--- src/rtl/fs_en_pkg.sv ---
// rtl/fs_en_pkg.sv - shared types and constants for the sample-rate enable generator
package fs_en_pkg;

  localparam int FS_CNT_WIDTH  = 16;
  localparam int DEF_ACC_WIDTH = 32;

  typedef enum logic [1:0] {
    ST_IDLE,
    ST_START,
    ST_RUN,
    ST_STOP
  } fs_en_state_t;

endpackage

--- src/rtl/fs_en_gen_if.sv ---
// rtl/fs_en_gen_if.sv - control/strobe bundle between a controller and fs_en_gen
interface fs_en_gen_if
  import fs_en_pkg::*;
#(
  parameter int ACC_WIDTH = DEF_ACC_WIDTH
);

  logic                    run;
  logic [ACC_WIDTH-1:0]    fcw_in;
  logic                    fcw_load;
  logic                    fcw_ack;
  logic                    fs_en;
  logic                    fs_en2;
  logic                    fs_en_div2;
  logic [FS_CNT_WIDTH-1:0] sample_cnt;
  logic                    busy;

  modport master (
    output run, fcw_in, fcw_load,
    input  fcw_ack, fs_en, fs_en2, fs_en_div2, sample_cnt, busy
  );

  modport slave (
    input  run, fcw_in, fcw_load,
    output fcw_ack, fs_en, fs_en2, fs_en_div2, sample_cnt, busy
  );

endinterface

--- src/rtl/fs_en_nco.sv ---
// rtl/fs_en_nco.sv - phase accumulator, strobe register and FCW shadow/apply logic
module fs_en_nco
  import fs_en_pkg::*;
#(
  parameter int                   ACC_WIDTH = DEF_ACC_WIDTH,
  parameter logic [ACC_WIDTH-1:0] INIT_FCW  = 32'h4000_0000
) (
  input  logic                 clk0,
  input  logic                 rst_n,
  input  logic                 start,
  input  logic                 step,
  input  logic                 idle,
  input  logic                 fcw_load,
  input  logic [ACC_WIDTH-1:0] fcw_in,
  output logic                 carry,
  output logic                 strobe,
  output logic                 fs_en,
  output logic                 fcw_ack
);

  logic [ACC_WIDTH-1:0] acc_q;
  logic [ACC_WIDTH-1:0] fcw_active_q;
  logic [ACC_WIDTH-1:0] fcw_shadow_q;
  logic                 pending_q;
  logic                 fs_en_q;
  logic                 fcw_ack_q;
  logic [ACC_WIDTH:0]   sum;
  logic                 apply;

  assign sum    = {1'b0, acc_q} + {1'b0, fcw_active_q};
  assign carry  = sum[ACC_WIDTH];
  assign strobe = start | (step & carry);
  // A new FCW only takes effect on a strobe edge so no period is ever shortened.
  assign apply  = pending_q & (idle | strobe);

  always_ff @(posedge clk0) begin
    if (!rst_n) begin
      acc_q        <= '0;
      fcw_active_q <= INIT_FCW;
      fcw_shadow_q <= '0;
      pending_q    <= 1'b0;
      fs_en_q      <= 1'b0;
      fcw_ack_q    <= 1'b0;
    end else begin
      if (start) begin
        acc_q <= fcw_active_q;
      end else if (step) begin
        acc_q <= sum[ACC_WIDTH-1:0];
      end
      fs_en_q   <= strobe;
      fcw_ack_q <= apply;
      if (apply) begin
        fcw_active_q <= fcw_shadow_q;
      end
      // A load on the apply edge lets the older value go active and keeps the new one pending.
      if (fcw_load) begin
        fcw_shadow_q <= fcw_in;
        pending_q    <= 1'b1;
      end else if (apply) begin
        pending_q <= 1'b0;
      end
    end
  end

  assign fs_en   = fs_en_q;
  assign fcw_ack = fcw_ack_q;

endmodule

--- src/rtl/fs_en_gen.sv ---
// rtl/fs_en_gen.sv - NCO-based sample enable generator with fs/2 and fs/4 square waves
module fs_en_gen
  import fs_en_pkg::*;
#(
  parameter int                   ACC_WIDTH = DEF_ACC_WIDTH,
  parameter logic [ACC_WIDTH-1:0] INIT_FCW  = 32'h4000_0000
) (
  input  logic        clk0,
  input  logic        rst_n,
  fs_en_gen_if.slave  bus
);

  fs_en_state_t            state_q;
  fs_en_state_t            state_d;
  logic                    nco_start;
  logic                    nco_step;
  logic                    carry;
  logic                    strobe;
  logic                    fs_en2_q;
  logic                    div2_q;
  logic [FS_CNT_WIDTH-1:0] cnt_q;

  fs_en_nco #(
    .ACC_WIDTH (ACC_WIDTH),
    .INIT_FCW  (INIT_FCW)
  ) u_nco (
    .clk0     (clk0),
    .rst_n    (rst_n),
    .start    (nco_start),
    .step     (nco_step),
    .idle     (state_q == ST_IDLE),
    .fcw_load (bus.fcw_load),
    .fcw_in   (bus.fcw_in),
    .carry    (carry),
    .strobe   (strobe),
    .fs_en    (bus.fs_en),
    .fcw_ack  (bus.fcw_ack)
  );

  always_ff @(posedge clk0) begin
    if (!rst_n) begin
      state_q <= ST_IDLE;
    end else begin
      state_q <= state_d;
    end
  end

  always_comb begin
    state_d   = state_q;
    nco_start = 1'b0;
    nco_step  = 1'b0;
    case (state_q)
      ST_IDLE: begin
        if (bus.run) state_d = ST_START;
      end
      ST_START: begin
        nco_start = 1'b1;
        state_d   = ST_RUN;
      end
      ST_RUN, ST_STOP: begin
        // With fs_en2 already low a stop needs no closing strobe.
        if (!bus.run && !fs_en2_q) begin
          state_d = ST_IDLE;
        end else begin
          nco_step = 1'b1;
          if (bus.run)   state_d = ST_RUN;
          else if (carry) state_d = ST_IDLE;
          else           state_d = ST_STOP;
        end
      end
      default: state_d = ST_IDLE;
    endcase
  end

  always_ff @(posedge clk0) begin
    if (!rst_n) begin
      fs_en2_q <= 1'b0;
      div2_q   <= 1'b0;
      cnt_q    <= '0;
    end else if (strobe) begin
      fs_en2_q <= ~fs_en2_q;
      if (fs_en2_q) div2_q <= ~div2_q;
      cnt_q <= nco_start ? FS_CNT_WIDTH'(1) : cnt_q + 1'b1;
    end
  end

  assign bus.fs_en2     = fs_en2_q;
  assign bus.fs_en_div2 = div2_q;
  assign bus.sample_cnt = cnt_q;
  assign bus.busy       = (state_q != ST_IDLE);

endmodule

--- src/flat_wrapper.sv ---
// flat-port wrapper written by rule: the top's interface ports become plain ports
module fs_en_gen_flat import fs_en_pkg::*;
#(
  parameter int                   ACC_WIDTH = DEF_ACC_WIDTH,
  parameter logic [ACC_WIDTH-1:0] INIT_FCW  = 32'h4000_0000
)
  (clk0, rst_n, bus_run, bus_fcw_in, bus_fcw_load, bus_fcw_ack, bus_fs_en, bus_fs_en2, bus_fs_en_div2, bus_sample_cnt, bus_busy);
  fs_en_gen_if #(.ACC_WIDTH(ACC_WIDTH)) bus_i ();
  input  logic clk0;
  input  logic rst_n;
  input wire logic [$bits(bus_i.run)-1:0] bus_run;
  input wire logic [$bits(bus_i.fcw_in)-1:0] bus_fcw_in;
  input wire logic [$bits(bus_i.fcw_load)-1:0] bus_fcw_load;
  output wire logic [$bits(bus_i.fcw_ack)-1:0] bus_fcw_ack;
  output wire logic [$bits(bus_i.fs_en)-1:0] bus_fs_en;
  output wire logic [$bits(bus_i.fs_en2)-1:0] bus_fs_en2;
  output wire logic [$bits(bus_i.fs_en_div2)-1:0] bus_fs_en_div2;
  output wire logic [$bits(bus_i.sample_cnt)-1:0] bus_sample_cnt;
  output wire logic [$bits(bus_i.busy)-1:0] bus_busy;
  assign bus_i.run = bus_run;
  assign bus_i.fcw_in = bus_fcw_in;
  assign bus_i.fcw_load = bus_fcw_load;
  assign bus_fcw_ack = bus_i.fcw_ack;
  assign bus_fs_en = bus_i.fs_en;
  assign bus_fs_en2 = bus_i.fs_en2;
  assign bus_fs_en_div2 = bus_i.fs_en_div2;
  assign bus_sample_cnt = bus_i.sample_cnt;
  assign bus_busy = bus_i.busy;
  fs_en_gen #(.ACC_WIDTH(ACC_WIDTH), .INIT_FCW(INIT_FCW)) u_core (.clk0(clk0), .rst_n(rst_n), .bus(bus_i));
endmodule
--- config.mk ---
export PLATFORM = sky130hd
export DESIGN_NAME = fs_en_gen_flat
export DESIGN_NICKNAME = d
export VERILOG_FILES = /design/src/rtl/fs_en_pkg.sv /design/src/rtl/fs_en_gen_if.sv /design/src/rtl/fs_en_nco.sv /design/src/rtl/fs_en_gen.sv /design/src/flat_wrapper.sv
export SDC_FILE = /design/constraint.sdc
export NUM_CORES = 1
export LEC_CHECK = 0
export ABC_AREA = 1
export BUFFER_PORTS_ARGS = -buffer_cell sky130_fd_sc_hd__clkbuf_2
export CAP_MARGIN = 20
export CORE_AREA = 5 5 150 152
export CTS_BUF_LIST = sky130_fd_sc_hd__clkbuf_8
export DETAILED_ROUTE_END_ITERATION = 8
export DIE_AREA = 0 0 155 157
export SYNTH_ARGS = -nofsm -noshare
export SYNTH_HDL_FRONTEND = slang
export SYNTH_SLANG_ARGS = --single-unit
--- constraint.sdc ---
create_clock -name clk0 -period 2.75 [get_ports clk0]
set_clock_uncertainty 0.2 [all_clocks]
set_input_delay 0.55 -clock clk0 [delete_from_list [all_inputs] [get_ports clk0]]
set_output_delay 0.55 -clock clk0 [all_outputs]
set_load 0.01 [all_outputs]
# ---- After elaboration in Yosys (flattened, before gate mapping)
# Cells that the tools add are included.
dict set report op_classes {
  add_sub_neg 2
  eq_ne 4
  n_mux 13
  n_bitwise 6
  reduce_logical 9
}
# cell count
set op_table {}
lappend op_table {{2-to-1 mux 32 bit} 2}
lappend op_table {{adder 32 x 32 -> 33 bit} 1}
lappend op_table {{adder 16 x 1 -> 16 bit (second input constant)} 1}
lappend op_table {{2-to-1 mux 16 bit} 1}
lappend op_table {{2-to-1 mux 2 bit} 4}
lappend op_table {{one-hot mux 2 bit (3 select lines)} 1}
lappend op_table {{nonzero test 2 bit} 3}
lappend op_table {{2-to-1 mux 1 bit} 5}
lappend op_table {{equality test 2 bit (second input constant)} 2}
lappend op_table {{bitwise AND 1 bit} 2}
lappend op_table {{equality test 2 x 1 -> 1 bit (second input constant)} 1}
lappend op_table {{logical NOT 1 bit} 2}
lappend op_table {{logical NOT 2 bit} 1}
lappend op_table {{inequality test 2 bit (second input constant)} 1}
lappend op_table {{inverter 1 bit} 2}
lappend op_table {{bitwise OR 1 bit} 2}
lappend op_table {{AND reduction 2 bit} 1}
lappend op_table {{OR reduction 2 bit} 1}
lappend op_table {{logical AND 1 bit} 1}
dict set report word_totals {
  ff_bits 119
  input_bits 36
}

# ---- Logic depth before layout (Yosys ltp)
# Gate-level depths: netlist of run 1.
dict set report logic_depth {
  word_depth 10
  depth_mapped 16
}

# ---- Hierarchy
# A second synthesis of run 1 with hierarchy kept.
dict set report hier_totals {
  hier_cells 1032
  area_unflattened_um2 7025.5
}
# module n_inst cells_each area_each_um2
set by_module_without_submodules {}
lappend by_module_without_submodules {fs_en_nco 1 883 5993.2}
lappend by_module_without_submodules {fs_en_gen 1 149 1032.2}

# ---- Least setup slack after synthesis of run 1
# Ideal clock, no wire load.
dict set report synth_path {
  path_type {register -> register}
  from {reg u_core.u_nco.acc_q[0]}
  to {reg u_core.cnt_q[11] (netlist: u_core.bus.sample_cnt[11])}
  arrival_time_ns 1.968
  setup_slack_ns 0.511
  path_stages_with_launch 16
  n_path_buf 2
  cell_sequence {dfxtp_1 ha_1 fa_1 nand2_1 nand2_1 nand3_1 nand2_2 nand2_2 nand2_2 nand2_2 nand2_4 nand2_8 buf_8 buf_8 nand3_2 a21oi_1}
}
dict set report synth_between {
  elab_chain_cells 3
}
# element line
set synth_rtl {}
lappend synth_rtl {{start: declaration} fs_en_nco.sv:21} ;# logic [ACC_WIDTH-1:0] acc_q;
lappend synth_rtl {{start signal: assignment} fs_en_nco.sv:46} ;# acc_q <= fcw_active_q;
lappend synth_rtl {{start signal: assignment} fs_en_nco.sv:48} ;# acc_q <= sum[ACC_WIDTH-1:0];
lappend synth_rtl {{adder 32 x 32 -> 33 bit} fs_en_nco.sv:30} ;# assign sum = {1'b0, acc_q} + {1'b0, fcw_active_q};
lappend synth_rtl {{bitwise AND 1 bit} fs_en_nco.sv:32} ;# assign strobe = start | (step & carry);
lappend synth_rtl {{bitwise OR 1 bit} fs_en_nco.sv:32}
lappend synth_rtl {{end signal: assignment} fs_en_gen.sv:83} ;# cnt_q <= nco_start ? FS_CNT_WIDTH'(1) : cnt_q + 1'b1;
lappend synth_rtl {{end: declaration} fs_en_gen.sv:21} ;# logic [FS_CNT_WIDTH-1:0] cnt_q;
# Every way passes these cells.
# A chain may end at the register's enable or synchronous reset.

# ---- Final worst setup path of run 1
dict set report layout_path {
  from {reg u_core.u_nco.fcw_active_q[0]}
  to {reg u_core.u_nco.fcw_active_q[30]}
}
dict set report layout_between {
  elab_chain_cells 5
}
# element line
set layout_rtl {}
lappend layout_rtl {{start: declaration} fs_en_nco.sv:22} ;# logic [ACC_WIDTH-1:0] fcw_active_q;
lappend layout_rtl {{start signal: assignment} fs_en_nco.sv:53} ;# fcw_active_q <= fcw_shadow_q;
lappend layout_rtl {{adder 32 x 32 -> 33 bit} fs_en_nco.sv:30}
lappend layout_rtl {{bitwise AND 1 bit} fs_en_nco.sv:32}
lappend layout_rtl {{bitwise OR 1 bit} fs_en_nco.sv:32}
lappend layout_rtl {{bitwise OR 1 bit} fs_en_nco.sv:34} ;# assign apply = pending_q & (idle | strobe);
lappend layout_rtl {{bitwise AND 1 bit} fs_en_nco.sv:34}
# Every way passes these cells.

==> flow_metrics.env, run 1 <==
export IMPL_timing_final_crit_period_ns=2.55
export IMPL_slew_headroom=0.575
export IMPL_cp_common_cell="sky130_fd_sc_hd__nand2_2"
export IMPL_detailedRoute_firstIterationViolations=510
export IMPL_start_util=0.345
export IMPL_grt_overflow=0
export IMPL_cts_made_buffers=17
export IMPL_dp_final_hpwl_mm=13.9
export IMPL_floorplan_core_area_um2=20900
export IMPL_worstSkewPairLatency_ns=0.45
export IMPL_tritoncts_num_sinks=119
export IMPL_crit_slowest_cell="sky130_fd_sc_hd__fa_1"
export IMPL_grt_use_total=0.160
export IMPL_rows=53
export IMPL_fmax_mhz=392
export IMPL_mappedNetlistNets=1167
export IMPL_area_growth_syn_to_layout_pct=14.8
export IMPL_post_place_cells=1409
export IMPL_synth_ff_latch_count=119
export IMPL_synthesis_area_um2=7210
export IMPL_synth_edff_count=0
export IMPL_outcome="completed"
export IMPL_floorplan_die_width_um=155
export IMPL_design_area_um2=8280
export IMPL_worst_hold_path_type="input port to register"
export IMPL_powerDensity_nw_per_um2=531
export IMPL_final_hold_violation_count=0
export IMPL_worst_path_max_fanout=32
export IMPL_fin_cells=1442
export IMPL_share_of_layout_cells_above_drive_strength_1=0.127
export IMPL_max_stage_delay_ns=0.38
export IMPL_die_area_um2=24300
export IMPL_number_of_iterations_in_the_first_detailed_routing_pass=5
export IMPL_root_buffer="sky130_fd_sc_hd__clkbuf_8"
export IMPL_drc_errors=0
export IMPL_synth_largest_area_cell="sky130_fd_sc_hd__dfxtp_1"
export IMPL_post_route_setup_tns_ns=0
export IMPL_slew_violations=0
export IMPL_detail_route_wl_per_cell_um=13.4
export IMPL_reg2regPathDepth=14
export IMPL_port_buffers=56
export IMPL_antenna_diode_count=0
export IMPL_synth_top_cells_by_area="sky130_fd_sc_hd__dfxtp_1, sky130_fd_sc_hd__nand2_1, sky130_fd_sc_hd__a21oi_1, sky130_fd_sc_hd__inv_1, sky130_fd_sc_hd__nand3_1"
export IMPL_clockBufferDepth=2
export IMPL_die_height_um=157
export IMPL_antenna_violations_before_repair=0
export IMPL_tightestPinTransition_ns=0.636
export IMPL_final_setup_viol_count=0
export IMPL_worst_ir_drop_vdd_uv=382
export IMPL_via_per_inst=4.83
export IMPL_timing_final_crit_share=0.926
export IMPL_power_leakage_nw=3.89
export IMPL_yosysUniqueCellTypes=41
export IMPL_nets=1226
export IMPL_grt_first_pass_wirelength_mm=31.7
export IMPL_worst_r2r_setup_slack_ns=0.20
export IMPL_timing_critical_path_from="u_core.u_nco.fcw_active_q[0]$_SDFFE_PN0P_"
export IMPL_design_portCount=57
export IMPL_htree_num_levels=4
export IMPL_synth_area_per_cell_um2=6.57
export IMPL_fin_hold_ws_ns=0.129
export IMPL_start_kind="register"
export IMPL_async_flop_share=0
export IMPL_postRouteAntennaNets=0
export IMPL_path_clk_slew_ns=0.08
export IMPL_required_ns=2.86
export IMPL_drv_cap=0
export IMPL_yosys_warnings=0
export IMPL_area_post_placement_um2=7790
export IMPL_timing_rr_end="u_core.u_nco.fcw_active_q[30]$_SDFFE_PN1P_"
export IMPL_grt_max_degree=65
export IMPL_syn_instance_count=1097
export IMPL_vias=6968
export IMPL_worst_ep_arrival_time_ns=2.66
export IMPL_gp_routability_congestion=0.940
export IMPL_finalCoreUtilization=0.396
export IMPL_synth_top_area_share=0.330
export IMPL_criticalPathCategory="register to register"
export IMPL_most_common_flop_cell_mapped_by_yosys="sky130_fd_sc_hd__dfxtp_1"
export IMPL_tritoncts="built"
export IMPL_critical_path_reg2reg_startpoint="u_core.u_nco.fcw_active_q[0]$_SDFFE_PN0P_"
export IMPL_crit_path_cell_trace="ha_1 > fa_1 > nand2_1 > nand2_1 > nand3_1 > nand2_2 > nand2_2 > nand2_2 > nand2_2 > nand2_4 > nand2_8 > nand2_8 > nand3_1 > nand3_1"
export IMPL_capturing_instance_or_port_of_the_critical_path="u_core.u_nco.fcw_active_q[30]$_SDFFE_PN1P_"
export IMPL_rsz0062_at_grt="true"
export IMPL_vias_in_the_first_global_route=6319
export IMPL_sort_of_element_at_the_end_of_the_critical_path="register"
export IMPL_synth_seq_area_share=0.330
export IMPL_wl_mm=19.3
## cells in the mapped netlist, drive strengths merged, types with 2 or more instances
library cell,count
nor3,12
clkinv,2
ha,33
o21ai,49
nand3,89
buf,16
or2,3
a22o,19
dfxtp,119
inv,147
a21oi,128
a31oi,14
a21o,3
nor2,110
clkbuf,29
nand2,284
xor2,18
nand3b,7
nand4,3
o21bai,6
## timing repair
item,CTS,global route
hold buffers,0,0
gates resized for setup,0,5
setup endpoints to repair,0,39
buffers inserted,0,2
## state kept, by name (all words and copies together) (netlist names)
| signal | cells |
|---|---|
| u_core.bus.fs_en2 | 1 |
| u_core.bus.fs_en_div2 | 1 |
| u_core.bus.sample_cnt | 16 |
| u_core.state_q | 2 |
| u_core.u_nco.acc_q | 32 |
| u_core.u_nco.fcw_ack | 1 |
| u_core.u_nco.fcw_active_q | 32 |
| u_core.u_nco.fcw_shadow_q | 32 |
| u_core.u_nco.fs_en | 1 |
| u_core.u_nco.pending_q | 1 |
## power breakdown
part | total (mW) | switching [mW] | internal (mW)
sequential | 1.91 | 0.0860 | 1.83
combinational | 0.682 | 0.427 | 0.255
clock | 1.80 | 0.730 | 1.07
## critical path: cells and delay by family, from the launching register on
kind,cells,cell delay [ns]
and+or+nand+nor,12,1.24
DFF,1,0.33
adders and majority gates,2,0.60
## worst min-delay path by stage
stage / start / endpoint / slack [ns] / cells after the start
after floorplan: u_core.u_nco.fcw_shadow_q[19]$_SDFFE_PN0P_ / u_core.u_nco.fcw_shadow_q[19]$_SDFFE_PN0P_ / 0.23 / 2
after global placement: u_core.u_nco.fcw_shadow_q[17]$_SDFFE_PN0P_ / u_core.u_nco.fcw_shadow_q[17]$_SDFFE_PN0P_ / 0.24 / 2
after detailed placement: u_core.u_nco.fcw_shadow_q[7]$_SDFFE_PN0P_ / u_core.u_nco.fcw_shadow_q[7]$_SDFFE_PN0P_ / 0.25 / 2
after CTS: bus_fcw_in[30] / u_core.u_nco.fcw_shadow_q[30]$_SDFFE_PN0P_ / 0.10 / 3
after global routing: bus_fcw_in[30] / u_core.u_nco.fcw_shadow_q[30]$_SDFFE_PN0P_ / 0.14 / 3
final: bus_fcw_in[30] / u_core.u_nco.fcw_shadow_q[30]$_SDFFE_PN0P_ / 0.13 / 3
## per-layer routing
layer	GRT usage	vias to the layer above	part of all wire
met4	0.0421	0	0.0097
li1	-	3671	-
met3	0.0269	12	0.060
met1	0.239	3112	0.51
met2	0.236	173	0.42
met5	0	-	0
## through the flow
step           total power [mW]  setup WS (ns)
4_1_cts                    4.43          0.136
6_report                   4.39          0.202
3_3_place_gp               2.61          0.196
2_1_floorplan              2.41          0.511
5_1_grt                    4.61        -0.0148
3_5_place_dp               2.62          0.161
## cells by family after synthesis
kind of cell	synth area share
AND/OR/NAND/NOR	0.302
AO/OA/AOI/OAI	0.173
adder cells (fa/ha/maj)	0.0600
buffers and inverters	0.112
XOR/XNOR	0.0231
flip-flops	0.330
## layout make-up
type / count / area (µm²)
Sequential cell: 119 / 2380
Fill cell: 2225 / 12600
Tap cell: 275 / 344
Inverter: 149 / 559
Clock inverter: 9 / 150
Clock buffer: 21 / 289
Timing Repair Buffer: 84 / 498
Multi-Input combinational cell: 785 / 4060
## layout by cell type, fill, tap and decap left out, types with 2 or more instances in the layout
| cell | count |
|---|---|
| sky130_fd_sc_hd__a21o_1 | 3 |
| sky130_fd_sc_hd__clkbuf_8 | 21 |
| sky130_fd_sc_hd__nand2_8 | 3 |
| sky130_fd_sc_hd__nand4_1 | 3 |
| sky130_fd_sc_hd__o21bai_1 | 6 |
| sky130_fd_sc_hd__o21ai_0 | 42 |
| sky130_fd_sc_hd__bufinv_16 | 4 |
| sky130_fd_sc_hd__nand2_2 | 7 |
| sky130_fd_sc_hd__a21oi_1 | 125 |
| sky130_fd_sc_hd__nor3_2 | 3 |
| sky130_fd_sc_hd__a21oi_2 | 3 |
| sky130_fd_sc_hd__inv_2 | 6 |
| sky130_fd_sc_hd__o21ai_1 | 6 |
| sky130_fd_sc_hd__nor3_1 | 9 |
| sky130_fd_sc_hd__nand2_1 | 274 |
| sky130_fd_sc_hd__nor2_2 | 3 |
| sky130_fd_sc_hd__a22o_1 | 19 |
| sky130_fd_sc_hd__buf_4 | 27 |
| sky130_fd_sc_hd__dfxtp_1 | 118 |
| sky130_fd_sc_hd__nor2_1 | 107 |
| sky130_fd_sc_hd__xor2_1 | 18 |
| sky130_fd_sc_hd__nand3_1 | 83 |
| sky130_fd_sc_hd__a31oi_1 | 14 |
| sky130_fd_sc_hd__or2_2 | 2 |
| sky130_fd_sc_hd__clkinv_1 | 2 |
| sky130_fd_sc_hd__nand3_2 | 6 |
| sky130_fd_sc_hd__clkbuf_2 | 56 |
| sky130_fd_sc_hd__clkinv_4 | 2 |
| sky130_fd_sc_hd__inv_1 | 143 |
| sky130_fd_sc_hd__ha_1 | 33 |
| sky130_fd_sc_hd__nand3b_1 | 7 |
Power figures use the tool's default switching activity.
==> run 2: changes to the inputs <==
--- a/config.mk
+++ b/config.mk
@@ -5,13 +5,12 @@
 export SDC_FILE = /design/constraint.sdc
 export NUM_CORES = 1
 export LEC_CHECK = 0
-export ABC_AREA = 1
 export BUFFER_PORTS_ARGS = -buffer_cell sky130_fd_sc_hd__clkbuf_2
 export CAP_MARGIN = 20
-export CORE_AREA = 5 5 150 152
+export CORE_AREA = 5 5 144 146
 export CTS_BUF_LIST = sky130_fd_sc_hd__clkbuf_8
 export DETAILED_ROUTE_END_ITERATION = 8
-export DIE_AREA = 0 0 155 157
+export DIE_AREA = 0 0 149 151
 export SYNTH_ARGS = -nofsm -noshare
 export SYNTH_HDL_FRONTEND = slang
 export SYNTH_SLANG_ARGS = --single-unit
==> run 2 against run 1 <==
  * The run now ends with negative setup slack left
  * Critical path type unchanged
  * Synthesized cell count decreased by 32%
  * Core utilization rose by 8.8 points
  * Clock power shrank 3%
==> flow_metrics.env, run 2 <==
export IMPL_synth_top_area_share=0.359
export IMPL_max_stage_delay_ns=0.35
export IMPL_synthesis_area_um2=6630
export IMPL_worst_hold_path_type="input port to register"
export IMPL_slew_violations=0
export IMPL_timing_final_crit_share=1.03
export IMPL_crit_path_cell_trace="ha_4 > fa_2 > a21o_1 > a21oi_2 > nor3_2 > nand2b_4 > o211ai_4 > a31oi_4 > buf_6 > nor2_4 > clkbuf_16 > nor4_1 > o21a_1"
export IMPL_design_portCount=57
export IMPL_slew_headroom=0.594
export IMPL_failed_checks="negative setup slack"
export IMPL_synth_top_cells_by_area="sky130_fd_sc_hd__dfxtp_1, sky130_fd_sc_hd__ha_1, sky130_fd_sc_hd__mux2i_1, sky130_fd_sc_hd__a21oi_1, sky130_fd_sc_hd__nand2_1"
export IMPL_tightestPinTransition_ns=0.609
export IMPL_yosysUniqueCellTypes=70
export IMPL_fmax_mhz=352
export IMPL_finalCoreUtilization=0.484
export IMPL_met3_wirelength_um=824
export IMPL_die_area_um2=22500
export IMPL_sort_of_element_at_the_end_of_the_critical_path="register"
export IMPL_fin_hold_ws_ns=0.140
export IMPL_post_place_cells=1152
export IMPL_nets=994
export IMPL_port_buffers=56
export IMPL_grt_first_pass_wirelength_mm=29.6
export IMPL_tritoncts_num_sinks=119
export IMPL_grt_max_degree=55
export IMPL_number_of_iterations_in_the_first_detailed_routing_pass=5
export IMPL_rows=51
export IMPL_worst_ep_arrival_time_ns=2.99
export IMPL_mappedNetlistNets=817
export IMPL_outcome="finished with violations"
export IMPL_die_height_um=151
export IMPL_postLayoutSetupSlackWorst_ns=-0.0902
export IMPL_worst_path_max_fanout=10
export IMPL_drv_cap=0
export IMPL_top_signal_layer_used="met4"
export IMPL_placement_setup_worst_slack_ns=-0.242
export IMPL_detailedRoute_firstIterationViolations=365
export IMPL_start_util=0.344
export IMPL_floorplan_die_width_um=149
export IMPL_synth_most_common_cell="sky130_fd_sc_hd__dfxtp_1"
export IMPL_most_common_flop_cell_mapped_by_yosys="sky130_fd_sc_hd__dfxtp_1"
export IMPL_grt_use_total=0.162
export IMPL_mostFrequentLayoutCell="sky130_fd_sc_hd__buf_4"
export IMPL_synth_edff_count=0
export IMPL_share_of_layout_cells_above_drive_strength_1=0.429
export IMPL_post_synth_most_frequent_cells="sky130_fd_sc_hd__dfxtp_1, sky130_fd_sc_hd__nand2_1, sky130_fd_sc_hd__nor2_1"
export IMPL_dp_final_hpwl_mm=12.3
export IMPL_synth_largest_area_cell="sky130_fd_sc_hd__dfxtp_1"
export IMPL_syn_instance_count=747
export IMPL_most_common_layout_cells="sky130_fd_sc_hd__buf_4, sky130_fd_sc_hd__dfxtp_1, sky130_fd_sc_hd__nand2_1"
export IMPL_worstSkewPairLatency_ns=0.45
export IMPL_post_cts_hold_buffer_count=0
export IMPL_detail_route_wl_per_cell_um=15.3
export IMPL_area_growth_syn_to_layout_pct=40.7
export IMPL_yosys_warnings=0
export IMPL_crit_slowest_cell="sky130_fd_sc_hd__fa_2"
export IMPL_htree_num_levels=4
export IMPL_power_leakage_nw=3.90
export IMPL_rsz0062_at_grt="true"
export IMPL_start_kind="register"
export IMPL_vias_in_the_first_global_route=5824
export IMPL_via_per_inst=5.08
export IMPL_antenna_diode_count=0
export IMPL_route_met2_wl_mm=8.12
export IMPL_fin_cells=1202
export IMPL_synth_seq_area_share=0.359
export IMPL_final_hold_violation_count=0
export IMPL_path_clk_slew_ns=0.08
export IMPL_synth_area_per_cell_um2=8.88
export IMPL_gp_routability_congestion=0.873
export IMPL_criticalPathCategory="register to register"
export IMPL_worst_r2r_setup_slack_ns=-0.09
export IMPL_tritoncts="built"
export IMPL_worst_ir_drop_vdd_uv=333
export IMPL_cts_made_buffers=17
export IMPL_grt_overflow=0
export IMPL_timing_final_crit_period_ns=2.84
export IMPL_root_buffer="sky130_fd_sc_hd__clkbuf_8"
export IMPL_wl_mm=18.4
export IMPL_clockBufferDepth=2
export IMPL_floorplan_core_area_um2=19300
export IMPL_antenna_violations_before_repair=0
export IMPL_area_post_placement_um2=8080
export IMPL_async_flop_share=0
export IMPL_post_route_setup_tns_ns=-1.41
export IMPL_powerDensity_nw_per_um2=440
export IMPL_p_total_mw=4.10
export IMPL_largest_registers_in_the_final_layout="u_core.u_nco.acc_q (32), u_core.u_nco.fcw_active_q (32), u_core.u_nco.fcw_shadow_q (32)"
export IMPL_postRouteAntennaNets=0
export IMPL_detail_route_wirelength_met1_mm=9.15
export IMPL_vias=6110
export IMPL_buffers_plus_inverters_on_the_worst_setup_path=2
export IMPL_drc_errors=0
export IMPL_synth_ff_latch_count=119
export IMPL_final_setup_viol_count=44
export IMPL_required_ns=2.90
export IMPL_design_area_um2=9330
export IMPL_critical_path_top_delay_family="compound AO/OA/AOI/OAI gates"
==> run 2: changes by cell type in the layout (fill, tap and decap cells not counted), sizes merged, moves of 33 or more <==
cell   change
inv      -131
buf      +116
mux2i     +33
nand2    -207
nand3     -41
a21oi     -65
nor2      -45
==> run 2: cell families after synthesis <==
logic type	count (synthesis)	share of synthesized area
AO/OA/AOI/OAI	227	0.246
AND/OR/NAND/NOR	248	0.198
multiplexers	33	0.0498
flip-flops	119	0.359
XOR/XNOR	30	0.0396
buffers and inverters	56	0.0419
adder cells (fa/ha/maj)	34	0.0653
==> run 2: what timing repair did <==
| item | CTS | global route |
|---|---|---|
| endpoints found under the setup margin | 60 | 69 |
| pin swaps | 18 | 37 |
| gates resized for setup | 58 | 68 |
| endpoints found under the hold margin | 0 | 0 |
| cloned | 3 | 2 |
| buffers inserted | 6 | 8 |
==> run 2: power by group <==
part / total, mW / switching [mW] / internal, mW
clock network: 1.75 / 0.796 / 0.954
registers: 1.82 / 0.0436 / 1.78
logic: 0.528 / 0.296 / 0.232
total: 4.10 / 1.14 / 2.97
==> run 2: path summary, 6_finish.rpt <==
path,from,to,cells past startpoint
worst max-delay path,u_core.u_nco.acc_q[0]$_SDFFE_PN0P_,u_core.bus.sample_cnt[14]$_SDFFE_PN0P_,13
worst min register to register,u_core.u_nco.fcw_shadow_q[25]$_SDFFE_PN0P_,u_core.u_nco.fcw_active_q[25]$_SDFFE_PN0P_,2
worst max register to register,u_core.u_nco.acc_q[0]$_SDFFE_PN0P_,u_core.bus.sample_cnt[14]$_SDFFE_PN0P_,13
worst min-delay path,bus_fcw_in[30],u_core.u_nco.fcw_shadow_q[30]$_SDFFE_PN0P_,3
==> run 2: area by class of cell <==
type                    instances  area, µm²
fillers                      1855       9940
multi-input cells             572       4540
flip-flops and latches        119       2400
repair buffers                201       1580
well taps                     265        332
clock buffers                  19        262
clock inverters                13        166
inverters                      13       48.8
==> run 2: per-layer routing <==
layer  track usage  vias up
li1              -     3100
met1         0.234     2869
met2         0.246      126
met3        0.0344       15
met5             0        -
met4        0.0453        0
==> run 2: tightest hold or removal path, stage by stage <==
cell and delay (ns):
sky130_fd_sc_hd__clkbuf_2 0.07, sky130_fd_sc_hd__mux2i_1 0.05, sky130_fd_sc_hd__nor2_1 0.07
